### src/rtl/bram_seq_ctrl.sv
// Loads one frame of DEPTH samples into an external BRAM, then replays it from a latched offset.
// Optional macro BRAM_SEQ_REVERSE_EN adds read_dir for descending playback.
module bram_seq_ctrl #(
  parameter int DEPTH  = 8,
  parameter int ADDR_W = 3,
  parameter int DATA_W = 4
) (
  input  logic              clock,
  input  logic              rst,
  input  logic              load_req,
  input  logic              sample_valid,
  input  logic [DATA_W-1:0] sample_in,
  input  logic              start,
  input  logic [ADDR_W-1:0] delay,
`ifdef BRAM_SEQ_REVERSE_EN
  input  logic              read_dir,
`endif
  output logic              ram_wren,
  output logic [ADDR_W-1:0] ram_wraddr,
  output logic [DATA_W-1:0] ram_data,
  output logic              ram_rden,
  output logic [ADDR_W-1:0] ram_rdaddr,
  input  logic [DATA_W-1:0] ram_q,
  output logic [DATA_W-1:0] out_data,
  output logic              out_valid,
  output logic              loaded,
  output logic              busy,
  output logic              done
);

  typedef enum logic [1:0] {IDLE, LOAD, READY, READ} state_t;

  localparam logic [ADDR_W:0]   DEPTH_C   = (ADDR_W+1)'(DEPTH);
  localparam logic [ADDR_W:0]   DRAIN_END = (ADDR_W+1)'(DEPTH + 1);
  localparam logic [ADDR_W-1:0] LAST_ADDR = ADDR_W'(DEPTH - 1);

  state_t            state_q, state_d;
  logic [ADDR_W-1:0] wr_cnt_q, wr_cnt_d;
  logic [ADDR_W:0]   rd_cnt_q, rd_cnt_d;
  logic [ADDR_W-1:0] delay_q, delay_d;
  logic              loaded_q, loaded_d;
  logic              out_valid_q;
`ifdef BRAM_SEQ_REVERSE_EN
  logic              dir_q, dir_d;
`endif

  logic [ADDR_W-1:0] k;
  logic [ADDR_W:0]   fwd_sum;
  logic [ADDR_W-1:0] rd_addr;

  always_ff @(posedge clock or negedge rst) begin
    if (!rst) begin
      state_q     <= IDLE;
      wr_cnt_q    <= '0;
      rd_cnt_q    <= '0;
      delay_q     <= '0;
      loaded_q    <= 1'b0;
      out_valid_q <= 1'b0;
`ifdef BRAM_SEQ_REVERSE_EN
      dir_q       <= 1'b0;
`endif
    end else begin
      state_q     <= state_d;
      wr_cnt_q    <= wr_cnt_d;
      rd_cnt_q    <= rd_cnt_d;
      delay_q     <= delay_d;
      loaded_q    <= loaded_d;
      out_valid_q <= ram_rden;
`ifdef BRAM_SEQ_REVERSE_EN
      dir_q       <= dir_d;
`endif
    end
  end

  // READ keeps counting past DEPTH for two drain cycles: the last out_valid, then done.
  always_comb begin
    state_d  = state_q;
    wr_cnt_d = wr_cnt_q;
    rd_cnt_d = rd_cnt_q;
    delay_d  = delay_q;
    loaded_d = loaded_q;
    ram_wren = 1'b0;
    ram_rden = 1'b0;
    done     = 1'b0;
`ifdef BRAM_SEQ_REVERSE_EN
    dir_d    = dir_q;
`endif
    case (state_q)
      IDLE: begin
        if (load_req) begin
          state_d  = LOAD;
          wr_cnt_d = '0;
        end
      end
      LOAD: begin
        if (sample_valid) begin
          ram_wren = 1'b1;
          if (wr_cnt_q == LAST_ADDR) begin
            state_d  = READY;
            wr_cnt_d = '0;
            loaded_d = 1'b1;
          end else begin
            wr_cnt_d = wr_cnt_q + 1'b1;
          end
        end
      end
      READY: begin
        if (load_req) begin
          state_d  = LOAD;
          loaded_d = 1'b0;
          wr_cnt_d = '0;
        end else if (start) begin
          state_d  = READ;
          delay_d  = delay;
          rd_cnt_d = '0;
`ifdef BRAM_SEQ_REVERSE_EN
          dir_d    = read_dir;
`endif
        end
      end
      READ: begin
        ram_rden = (rd_cnt_q < DEPTH_C);
        if (rd_cnt_q == DRAIN_END) begin
          done     = 1'b1;
          state_d  = READY;
          rd_cnt_d = '0;
        end else begin
          rd_cnt_d = rd_cnt_q + 1'b1;
        end
      end
      default: state_d = IDLE;
    endcase
  end

  // Modulo-DEPTH offset arithmetic so non-power-of-two depths wrap correctly.
  always_comb begin
    k       = rd_cnt_q[ADDR_W-1:0];
    fwd_sum = {1'b0, delay_q} + {1'b0, k};
    rd_addr = (fwd_sum >= DEPTH_C) ? ADDR_W'(fwd_sum - DEPTH_C) : ADDR_W'(fwd_sum);
`ifdef BRAM_SEQ_REVERSE_EN
    if (dir_q) begin
      rd_addr = (delay_q >= k) ? (delay_q - k)
                               : ADDR_W'({1'b0, delay_q} + DEPTH_C - {1'b0, k});
    end
`endif
  end

  assign ram_rdaddr = ram_rden ? rd_addr : '0;
  assign ram_wraddr = wr_cnt_q;
  assign ram_data   = sample_in;
  assign out_data   = ram_q;
  assign out_valid  = out_valid_q;
  assign loaded     = loaded_q;
  assign busy       = (state_q == LOAD) || (state_q == READ);

endmodule

### config.mk
export PLATFORM = sky130hd
export DESIGN_NAME = bram_seq_ctrl
export DESIGN_NICKNAME = d
export VERILOG_FILES = /design/src/rtl/bram_seq_ctrl.sv
export SDC_FILE = /design/constraint.sdc
export NUM_CORES = 1
export LEC_CHECK = 0
export ABC_AREA = 1
export CAP_MARGIN = 10
export CELL_PAD_IN_SITES_DETAIL_PLACEMENT = 0
export CELL_PAD_IN_SITES_GLOBAL_PLACEMENT = 2
export CORE_UTILIZATION = 22
export CTS_CLUSTER_SIZE = 14
export DETAILED_ROUTE_END_ITERATION = 12
export GPL_TIMING_DRIVEN = 0
export PLACE_DENSITY = 0.78
export SLEW_MARGIN = 0
export SYNTH_ARGS = -nofsm -noshare
export SYNTH_HDL_FRONTEND = slang
export SYNTH_SLANG_ARGS = --single-unit
export TNS_END_PERCENT = 50
### constraint.sdc
create_clock -name clock -period 1.8 [get_ports clock]
set_input_delay 0.45 -clock clock [delete_from_list [all_inputs] [get_ports clock]]
set_output_delay 0.45 -clock clock [all_outputs]
set_load 0.02 [all_outputs]
== Yosys cells after proc, flatten, opt, wreduce, memory -nomap -nowiden ==
Index checks and enable logic that the tools add are counted.

* Register bits after elaboration: 14
* Bits in latches: 0
* RAM bits: 0
* Memory bits (read-only): 0
* Bits of input ports: 16
* Logic and storage cells: 64
* Memories kept: 0

* $add $sub $neg: 4
* Multiply operators: 0
* Div/mod/pow operators: 0
* $lt $le $gt $ge: 2
* Eq/ne operators: 14
* Shift operators: 0
* Multiplexer cells: 26
* Bitwise gates (word level): 1
* Reduce and logical (&&, ||, !) cells: 11

{| class="wikitable"
|+ Operators with widths
! cell !! count
|-
| 3-bit 2-to-1 mux || 5
|-
| 2-bit != test, second input constant || 7
|-
| 2-bit 2-to-1 mux || 6
|-
| 4-bit 2-to-1 mux || 3
|-
| 3-bit AND reduction || 3
|-
| 1-bit 2-to-1 mux || 8
|-
| 2-bit one-hot mux with 4 select lines || 1
|-
| 4-bit one-hot mux with 2 select lines || 1
|-
| 3-bit one-hot mux with 2 select lines || 1
|-
| 2-bit nonzero test || 3
|-
| 5-bit AND reduction || 1
|-
| 3-bit by 3-bit adder with 4-bit output || 1
|-
| 4-bit by 1-bit adder with 4-bit output, second input constant || 1
|-
| 2-bit equality test, second input constant || 2
|-
| 4-bit equality test, second input constant || 1
|-
| 4-bit >= comparator, second input constant || 1
|-
| 4-bit less-than comparator, second input constant || 1
|-
| 4-bit AND reduction || 1
|-
| 3-bit by 1-bit adder with 3-bit output, second input constant || 1
|-
| 3-bit equality test, second input constant || 1
|-
| 3-bit != test, second input constant || 1
|-
| 3-bit by 1-bit subtractor with 3-bit output, second input constant || 1
|-
| 2-bit by 1-bit equality test with 1-bit output, second input constant || 1
|-
| 2-bit logical NOT || 1
|-
| other kinds (5) || 5
|}

== Depth between registers and ports, before layout ==
* Depth after elaboration: 4
* Gate-level depth with buffers: 7

== Worst setup path after synthesis ==
No wires, ideal clock.

* Path kind: register -> output
* Start: reg rd_cnt_q[0]
* End: out ram_rdaddr[2]
* Arrival: 1472 ps
* Slack: -122 ps
* Stages on the path, launching flop included: 7
* Path buffers: 0
* Cell sequence: dfrtp_1 ha_1 inv_1 fa_1 inv_1 nand3_1 a21oi_1

* Word-level cells in the longest chain between the ends: 4
* Elaborated cells between the ends (all ways): 7

{| class="wikitable"
|+ RTL lines
! element !! RTL line !! source
|-
| from (decl) || 39 || <nowiki>logic [ADDR_W:0] rd_cnt_q, rd_cnt_d;</nowiki>
|-
| from (signal assigned) || 65 || <nowiki>rd_cnt_q <= rd_cnt_d;</nowiki>
|-
| 3-bit by 3-bit adder with 4-bit output || 138 || <nowiki>fwd_sum = {1'b0, delay_q} + {1'b0, k};</nowiki>
|-
| 4-bit >= comparator / 3-bit by 1-bit subtractor with 3-bit output (equally long branches) || 139 || <nowiki>rd_addr = (fwd_sum >= DEPTH_C) ? ADDR_W'(fwd_sum - DEPTH_C) : ADDR_W'(fwd_sum);</nowiki>
|-
| 3-bit 2-to-1 mux || 139 ||
|-
| 3-bit 2-to-1 mux * || 148 || <nowiki>assign ram_rdaddr = ram_rden ? rd_addr : '0;</nowiki>
|-
| to (decl) || 22 || <nowiki>output logic [ADDR_W-1:0] ram_rdaddr,</nowiki>
|}

Mark *: on every way between the ends. The rest lies on a longest branch, timed or not.

== Worst setup path after layout ==
* Start: reg rd_cnt_q[0]
* End: out ram_rdaddr[1]

The elaborated chain is that of the path after synthesis.

==> impl_metrics.tcl <==
set metrics [dict create \
    via_per_inst 4.120 \
    critPathSlowestCell "dfrtp_2" \
    areaGrowthSynthToFinish_pct 54.36 \
    ys_ff_latch 14 \
    postSynthAreaPerCell_um2 7.485 \
    async_reset_ff_share_pct 100.0 \
    cp-end-kind "primary output" \
    vias 824 \
    grt_max_degree 15 \
    cts_tree "yes" \
    fp-row-count 22 \
    synth_common_cells "31 x nand2_1, 19 x inv_1, 14 x dfrtp_1" \
    cts_sinks 14 \
    gr-total-overflow 0 \
    grt_first_pass_wirelength_um 3312 \
    worstPathRequired_ns 1.35 \
    power_uw 1600 \
    path_cells "ha_4 > inv_2 > fa_2 > nor2_2 > buf_6" \
    violations "negative setup slack" \
    io_buffers 27 \
    arrival_ns 1.55 \
    timing_hold_violations_final 0 \
    nets 175 \
    drive_gt1_share_pct 26.32 \
    yosys.area.top_type_share_pct 40.70 \
    slew_headroom_pct 54.42 \
    cts_root_buf "clkbuf_8" \
    fmax_mhz 500.9 \
    whs_ns 0.4857 \
    hold_buffers 0 \
    gr-usage-all-layers_pct 10.26 \
    clkLatencyLatePin_ns 0.24 \
    place_congestion 0.7291 \
    htreeDepth 1 \
    start_kind "flip-flop" \
    ir_drop_uv 545.4 \
    p_leak_uw 0.0006885 \
    critPathKind "reg2out" \
    holdCritPathClass "reg2reg" \
    clockBufferDepth 2 \
    synth-adder-area-share_pct 9.593 \
    drv_cap 0 \
    synth_top_flop_cell "dfrtp_1" \
    ant_nets 0 \
    ys_seq_area_share_pct 40.70 \
    setup_ws_ns -0.1966 \
    synthCells 115 \
    core_area_um2 3716 \
    antenna_cells 0 \
    floorplan.initialDensity_pct 23.16 \
    synth_top_family_by_area "simple AND/OR/NAND/NOR gates" \
    synthesis.nets 137 \
    ios 36 \
    slowest_delay_ns 0.42 \
    drt-initial-drc-count 29 \
    dieArea_um2 4167 \
    synth_compound_area_share_pct 5.814 \
    syn_area_um2 860.8 \
    wire_per_inst_um 9.665 \
    min_period_ns 1.997 \
    wirelength_um 1933 \
    utilization_pct 35.76 \
    cts_buffers 3 \
    crit_path_max_fanout 2 \
    yosys.area.top_type "dfrtp_1" \
    synthXorXnorAreaFrac_pct 1.017 \
    ys_types 16 \
    outcome "complete, but fails checks" \
    final_cell_area_um2 1329 \
    setup_viol 3 \
    finalMaxSlewViolations 0 \
    ys_warn_count 0 \
    dpl.hpwl_um 1492 \
    synth-edff-count 0 \
    tightestPinTransition_ns 0.6815 \
    skew_ns 0.001485 \
    synth-simple-area-share_pct 26.74 \
    clk_pin_slew_worst_paths_ns 0.06 \
    yosysMostFrequentCell "nand2_1" \
    rsz0062_at_grt "yes" \
    synth_top_cells_by_area "dfrtp_1 41%, nand2_1 14%, inv_1 8.3%" \
    finalCritPeriodShare_pct 110.9 \
    dpl_cell_area_um2 1197 \
    power.density_nw_per_um2 1204 \
    grt_antenna_before_repair 0 \
    drtPass1Iterations 2 \
    grt_pass1_vias 766 \
    synthMuxAreaShare_pct 0 \
    drc 0 \
    dieWidth_um 64.55 \
    fp.dieH_um 64.55 \
]
## timing repair
action | 4_1_cts | 5_1_grt
pin swaps | 5 | 5
gates resized for setup | 37 | 6
endpoints found under the setup margin | 7 | 6
buffers inserted | 5 | 1
## routing by layer
metal	routed length, um	GRT usage [%]	up-vias	share of wire (%)
li1	-	-	424	-
met1	863	12.89	378	45
met2	958	16.58	20	50
met3	91	3.697	2	4.7
met4	20	2.500	0	1.0
met5	0	0	-	0
## per-stage QoR
stage                     cells  setup TNS [ns]  setup slack, ns
after CTS                   199         -0.3922          -0.2045
after global placement      190          -2.159          -0.5788
final                       200         -0.4333          -0.1966
after floorplan             115        -0.02412         -0.02412
after global routing        200         -0.6443          -0.2997
after detailed placement    190          -2.203          -0.5953
## path summary, 6_finish.rpt
kind,start,end,slack (ns),cells after the start
min in group asynchronous,rst,loaded,0.62,1
worst max-delay path,rd_cnt_q[0],ram_rdaddr[1],-0.20,5
max in group asynchronous,rst,rd_cnt_q[0],0.71,1
worst min-delay path,delay_q[1],delay_q[1],0.49,2
worst max register to register,rd_cnt_q[0],rd_cnt_q[2],0.39,7
worst min register to register,delay_q[1],delay_q[1],0.49,2
## report_power, final
| part | switching [uW] | leakage [uW] | total (uW) | internal [uW] |
|---|---|---|---|---|
| Sequential | 95.1 | 0.000181 | 519 | 424 |
| Combinational | 404 | 0.000479 | 770 | 366 |
| Clock | 117 | 0.0000288 | 311 | 194 |
## logic make-up (layout without fill, tap and decap cells)
group                    Yosys count  after routing
AO/OA/AOI/OAI                     10             10
XOR/XNOR                           1              1
adder cells (fa/ha/maj)            6              6
buffers and inverters             29             66
flip-flops                        14             14
AND/OR/NAND/NOR                   55             55
## sequential cells by signal (all words and copies together), names as in the netlist
| name | count |
|---|---|
| rd_cnt_q | 4 |
| out_valid | 1 |
| ram_wraddr | 3 |
| delay_q | 3 |
| state_q | 2 |
| loaded | 1 |
## worst max-delay path, delay by kind of cell (launching register included)
| family | cells | cell delay [ns] |
|---|---|---|
| adders and majority gates | 2 | 0.58 |
| buffers and inverters | 2 | 0.16 |
| DFF | 1 | 0.42 |
| and+or+nand+nor | 1 | 0.13 |
## final cells by class
cell class                 instances  area [um^2]
buffer                             9        63.81
clock buffer                       4        55.05
timing repair buffer              33        305.3
inverter                          20        75.07
tap                               48        60.06
fill                             395         2387
multi-input combinational         72        415.4
sequential                        14        354.1
## cells in the final DEF (no fill, tap or decap), types with 3 or more instances in the layout
cell,count
ha_1,4
clkdlybuf4s50_1,20
nand3_1,11
dfrtp_2,3
buf_4,16
inv_1,16
inv_2,4
nand2_1,29
dfrtp_1,11
o21ai_0,8
clkbuf_8,4
nor2_1,6
(Power assumes the default switching activity.)
